$ cat src/rtl/instruction_fetch.sv
// Purpose: fetch stage; drives the PC into a combinational ROM, captures and splits the 28-bit word (redirect port active with FETCH_REDIRECT_EN).
// Latency: one cycle from PC on oAddress to registered fields with oValid; one-cycle bubble after a redirect.
// Backpressure: oValid && !iReady freezes the PC and every output until the instruction is accepted.
module instruction_fetch #(
    parameter int                ADDR_W   = 16,
    parameter logic [ADDR_W-1:0] RESET_PC = '0
) (
    input  logic              Clock,
    input  logic              Reset_n,
    input  logic              iEnable,
    output logic [ADDR_W-1:0] oAddress,
    input  logic [27:0]       iInstruction,
    output logic              oValid,
    input  logic              iReady,
    output logic [ADDR_W-1:0] oPC,
    output logic [3:0]        oOpcode,
    output logic [7:0]        oDest,
    output logic [7:0]        oSrc1,
    output logic [7:0]        oSrc0,
    output logic [15:0]       oImm,
    input  logic              iBranchTaken,
    input  logic [ADDR_W-1:0] iBranchTarget
);

    typedef enum logic [1:0] {
        IDLE  = 2'd0,
        RUN   = 2'd1,
        DRAIN = 2'd2
    } state_t;

    state_t            state;
    state_t            state_nxt;
    logic [ADDR_W-1:0] pc;
    logic              redirect;
    logic              slot_free;
    logic              accept;
    logic              fetch;

`ifdef FETCH_REDIRECT_EN
    assign redirect = iBranchTaken;
`else
    // Redirect ports stay on the interface but carry no function in this build.
    logic unused_branch;
    assign unused_branch = ^{iBranchTaken, iBranchTarget};
    assign redirect      = 1'b0;
`endif

    assign slot_free = !oValid || iReady;
    assign accept    = oValid && iReady;
    assign oAddress  = pc;

    // State register.
    always_ff @(posedge Clock or negedge Reset_n) begin
        if (!Reset_n) begin
            state <= IDLE;
        end else begin
            state <= state_nxt;
        end
    end

    // Next state and fetch decision; a redirect suppresses the fetch and only collapses DRAIN.
    always_comb begin
        state_nxt = state;
        fetch     = 1'b0;
        if (redirect) begin
            if (state == DRAIN) begin
                state_nxt = IDLE;
            end
        end else begin
            case (state)
                IDLE: begin
                    if (iEnable) begin
                        state_nxt = RUN;
                    end
                end
                RUN: begin
                    if (iEnable) begin
                        fetch = slot_free;
                    end else begin
                        state_nxt = slot_free ? IDLE : DRAIN;
                    end
                end
                DRAIN: begin
                    if (iEnable) begin
                        state_nxt = RUN;
                    end else if (accept) begin
                        state_nxt = IDLE;
                    end
                end
                default: state_nxt = IDLE;
            endcase
        end
    end

    // PC and output slot: redirect beats fetch, fetch beats plain acceptance.
    always_ff @(posedge Clock or negedge Reset_n) begin
        if (!Reset_n) begin
            pc      <= RESET_PC;
            oValid  <= 1'b0;
            oPC     <= '0;
            oOpcode <= '0;
            oDest   <= '0;
            oSrc1   <= '0;
            oSrc0   <= '0;
            oImm    <= '0;
        end else if (redirect) begin
            pc     <= iBranchTarget;
            oValid <= 1'b0;
        end else if (fetch) begin
            pc      <= pc + {{(ADDR_W-1){1'b0}}, 1'b1};
            oValid  <= 1'b1;
            oPC     <= pc;
            oOpcode <= iInstruction[27:24];
            oDest   <= iInstruction[23:16];
            oSrc1   <= iInstruction[15:8];
            oSrc0   <= iInstruction[7:0];
            oImm    <= iInstruction[15:0];
        end else if (accept) begin
            oValid <= 1'b0;
        end
    end

endmodule

$ cat config.mk
export PLATFORM = sky130hd
export DESIGN_NAME = instruction_fetch
export DESIGN_NICKNAME = d
export VERILOG_FILES = /design/src/rtl/instruction_fetch.sv
export SDC_FILE = /design/constraint.sdc
export NUM_CORES = 1
export LEC_CHECK = 0
export ABC_CLOCK_PERIOD_IN_PS = 2040
export BUFFER_PORTS_ARGS = -buffer_cell sky130_fd_sc_hd__buf_2
export CAP_MARGIN = 20
export CORE_AREA = 2 2 81 83
export CTS_BUF_LIST = sky130_fd_sc_hd__clkbuf_4 sky130_fd_sc_hd__clkbuf_8 sky130_fd_sc_hd__clkbuf_16
export DETAILED_ROUTE_END_ITERATION = 8
export DIE_AREA = 0 0 83 85
export GPL_TIMING_DRIVEN = 0
export PLACE_DENSITY = 0.82
export SLEW_MARGIN = 15
export SYNTH_ARGS = -nofsm -noshare
export SYNTH_HDL_FRONTEND = slang
export SYNTH_SLANG_ARGS = --single-unit
$ cat constraint.sdc
create_clock -name Clock -period 2.04 [get_ports Clock]
set_clock_uncertainty 0.05 [all_clocks]
set_input_delay 0.408 -clock Clock [delete_from_list [all_inputs] [get_ports Clock]]
set_output_delay 0.408 -clock Clock [all_outputs]
set_load 0.01 [all_outputs]
# Yosys cells after proc, flatten, opt, wreduce, memory -nomap -nowiden
# Index checks and enable logic that the tools add are counted.
word_totals:
  ff_bits: 79
  in_bits: 49
  output_inout_bits: 77
  elab_cells: 31
op_classes:
  addsub: 1
  n_eq_ne: 5
  n_mux: 10
  reduce_logical: 6
op_table:
  columns: ["cell", "count"]
  rows:
  - ["16-bit by 1-bit adder with 16-bit output, second input constant", 1]
  - ["2-bit 2-to-1 mux", 5]
  - ["2-bit case mux with 3 select lines", 1]
  - ["1-bit 2-to-1 mux", 4]
  - ["2-bit != test, second input constant", 2]
  - ["3-bit != test, second input constant", 1]
  - ["3-bit AND reduction", 1]
  - ["2-bit by 1-bit == test with 1-bit output, second input constant", 1]
  - ["2-bit == test, second input constant", 1]
  - ["2-bit zero test", 1]
  - ["2-bit nonzero test", 1]
  - ["1-bit logical AND", 1]
  - ["1-bit zero test", 1]
  - ["1-bit logical OR", 1]

# Logic depth before layout (Yosys ltp)
logic_depth:
  word_depth: 5
  ltp_mapped: 5
  ltp_nobuf: 5

# Worst setup path before layout
# Ideal clock, no wire load.
synth_path:
  path_type: "reg-to-reg"
  from: "register state[1]"
  to: "register pc[1] (netlist: oAddress[1])"
  setup_ps: 125
  arrival_ps: 1332
  required_ps: 1865
  setup_slack_ps: 533
  path_stages_with_launch: 6
  n_path_buf: 2
  period_less_slack_ps: 1507
  cell_sequence: "dfrtp_1 -> nand3b_4 -> nor2_2 -> buf_6 -> buf_6 -> mux2_4"
synth_between:
  elab_chain_len: 2
synth_rtl:
  columns: ["item", "line", "source"]
  rows:
  - ["start, declared", "31", "state_t state;"]
  - ["start signal, assigned", "57", "state <= state_nxt;"]
  - ["2-bit by 1-bit == test with 1-bit output", "70", "case (state)"]
  - ["1-bit 2-to-1 mux", "70", null]
  - ["end signal, assigned", "107", "pc <= iBranchTarget;"]
  - ["end signal, assigned", "110", "pc <= pc + {{(ADDR_W-1){1'b0}}, 1'b1};"]
  - ["end, declared", "33", "logic [ADDR_W-1:0] pc;"]
# No other way between the ends.
# A chain may end at the register's enable or synchronous reset.

# Worst setup path after layout
layout_path:
  from: "register state[1]"
  to: "register oSrc1[3]"
layout_between:
  elab_chain_len: 2
layout_rtl:
  columns: ["item", "line", "source"]
  rows:
  - ["2-bit by 1-bit == test with 1-bit output", "70", null]
  - ["1-bit 2-to-1 mux", "70", null]
  - ["end signal, assigned", "115", "oSrc1 <= iInstruction[15:8];"]
  - ["end, declared", "18", "output logic [7:0] oSrc1,"]
# No other way between the ends.

==> impl_metrics.json <==
{
  "finalSetupViolations": 0,
  "startpoint_type": "register",
  "gp_congestion": 0.762,
  "root_buffer": "clkbuf_8",
  "ys_async_sr_fraction_pct": 100,
  "place.port_buffers": 108,
  "synth_compound_area_share_pct": 0.917,
  "setup_slack_ns": 0.410,
  "reg2reg_slack_ns": 0.41,
  "cts_hold_buf": 0,
  "syn_avg_cell_area_um2": 15.3,
  "p_leak_nw": 1.87,
  "drc": 0,
  "dr_total_vias": 1786,
  "max_freq_mhz": 613,
  "r2r_end": "oSrc1[3]$_DFFE_PN0P_",
  "post-route-min-period_ns": 1.63,
  "grt_usage_pct": 16.5,
  "synth_seq_cells": 63,
  "hpwl_um": 4040,
  "pre_cts_slack_ns": 0.314,
  "start_util_pct": 44.0,
  "tns_ns": 0,
  "drv_slew": 0,
  "cts_resized": 0,
  "critPathKind": "reg2reg",
  "grt_pass1_wl_um": 9030,
  "timing.final.crit_share_pct": 79.9,
  "ys_seq_area_share_pct": 57.8,
  "drive_gt1_share_pct": 64.7,
  "stdcell_count": 377,
  "globalRoute.totalOverflow": 0,
  "dieWidth_um": 83,
  "status": "complete, no violations",
  "syn_area_um2": 2730,
  "power.density_nw_per_um2": 1010,
  "cp-end-kind": "register",
  "core_area_um2": 6200,
  "ys.flop_type": "dfrtp_1",
  "synthCells": 178,
  "relSlewSlack_pct": 48.2,
  "tightestPinTransition_ns": 0.776,
  "synth_top_family_by_area": "multiplexers",
  "wl_um": 5480,
  "dieArea_um2": 7060,
  "insertion_delay_ns": 0.32,
  "nets": 347,
  "cts.sinks": 63,
  "antenna_left": 0,
  "n_antenna_cell": 0,
  "h-tree-depth": 3,
  "ios": 126,
  "synth_xor_area_share_pct": 4.82,
  "r2r_cells": 5,
  "first_global_vias": 1744,
  "cts_buffers": 9,
  "dr.pass1.iters": 4,
  "dr.first_iter.drc_count": 44,
  "grt_max_degree": 64,
  "stdcell_area_um2": 3520,
  "arrival_ns": 1.78,
  "antenna_found_initial": 0,
  "synth_mux_area_share_pct": 22.7,
  "netlist-cell-type-count": 25,
  "clk_path_buf_depth": 2,
  "rows": 29,
  "cap_violations": 0,
  "place_inst": 363,
  "finalHoldViolCount": 0,
  "die_h_um": 85,
  "ir_worst_vdd_v": 0.000494,
  "cts_setup_buffers": 0,
  "synthSimpleGateAreaFrac_pct": 6.61,
  "syn-num-nets": 228,
  "yosysWarnings": 0,
  "synth_edf_count": 0,
  "place_area_um2": 3370,
  "rsz0062_at_grt": "false",
  "yosys.area_share.adder_pct": 0.459,
  "hp-class": "in2async",
  "routedWlPerCell_um": 14.5,
  "area_delta_synth_final_pct": 29.0,
  "cts_tree": "yes",
  "required_ns": 2.19,
  "via_per_inst": 4.74,
  "crit_path_max_fanout": 10,
  "worstReg2RegStart": "state[1]$_DFFE_PN0P_",
  "path_clk_slew_ns": 0.07
}
metrics by stage:
stage	utilization [%]	power, W	hold slack (ns)
floorplan	-	0.00230	0.0624
global placement	54.2	0.00271	0.430
detailed placement	54.3	0.00276	0.441
CTS	56.7	0.00362	0.139
global route	56.7	0.00378	0.180
finish	56.7	0.00357	0.123
cell usage in the layout, fill, tap and decap left out, drive strengths merged, types with 2 or more instances in the layout:
cell	instances
nand4	4
xnor2	13
clkinv	4
nand3	6
and3	4
inv	2
clkbuf	9
mux2	45
dfrtp	63
buf	130
nand2	5
nor3	2
xor2	2
how the worst max path moves through the flow:
stage	from	endpoint	slack [ns]	depth (start not counted)
finish	state[1]$_DFFE_PN0P_	oSrc1[3]$_DFFE_PN0P_	0.41	5
global route	oAddress[0]$_DFFE_PN0P_	oAddress[10]$_DFFE_PN0P_	0.28	5
CTS	state[1]$_DFFE_PN0P_	oPC[8]$_DFFE_PN0P_	0.39	5
detailed placement	iReady	oAddress[15]$_DFFE_PN0P_	0.31	5
global placement	iReady	oAddress[15]$_DFFE_PN0P_	0.30	5
floorplan	state[1]$_DFFE_PN0P_	oAddress[1]$_DFFE_PN0P_	0.53	5
cell usage after synthesis, types with 2 or more instances:
cell type,number,area share [%]
mux2_2,15,6.2
dfrtp_1,63,58
xnor2_1,13,4.2
nand2_1,5,0.69
buf_2,2,0.37
inv_1,2,0.28
nand3_1,6,1.1
xor2_1,2,0.64
nand4_1,4,0.92
and3_1,4,0.92
buf_6,4,1.7
mux2_4,30,17
buf_4,16,4.4
where the power goes:
| group | internal [W] | switching (W) | total (W) |
|---|---|---|---|
| Clock | 0.000417 | 0.000432 | 0.000849 |
| Combinational | 0.000602 | 0.000443 | 0.00104 |
| Sequential | 0.00148 | 0.000196 | 0.00168 |
| Total | 0.00250 | 0.00107 | 0.00357 |
routing by layer:
layer	track usage, %	vias up	part of all wire (%)
li1	-	838	-
met1	21.8	859	45
met2	25.1	82	47
met3	4.77	7	6.4
met4	8.05	0	1.4
met5	0	-	0
state kept, by name, summed over array words and instances (netlist names):
name      flops
oOpcode       4
oPC          16
oAddress     16
oImm          1
state         2
oSrc0         7
oValid        1
oDest         8
oSrc1         8
cell type report:
type / instances / area, um2
Sequential cell: 63 / 1580
Clock inverter: 5 / 27.5
Fill cell: 524 / 2690
Buffer: 22 / 175
Multi-Input combinational cell: 91 / 968
Clock buffer: 9 / 124
Tap cell: 77 / 96.3
Inverter: 2 / 7.51
Timing Repair Buffer: 108 / 543
cell families (layout without fill, tap and decap cells):
kind of cell             count (synthesis)  after routing
AND/OR/NAND/NOR                         26             26
AO/OA/AOI/OAI                            4              4
adder cells (fa/ha/maj)                  1              1
XOR/XNOR                                15             15
multiplexers                            45             45
flip-flops                              63             63
buffers and inverters                   24            146
worst max-delay path: stages (launching register included):
cell and delay [ns]:
dfrtp_1 0.44, nand3b_4 0.20, nor2_2 0.14, buf_6 0.17, buf_6 0.19, mux2_4 0.32
Note: power is estimated with default switching activity, not from simulation.
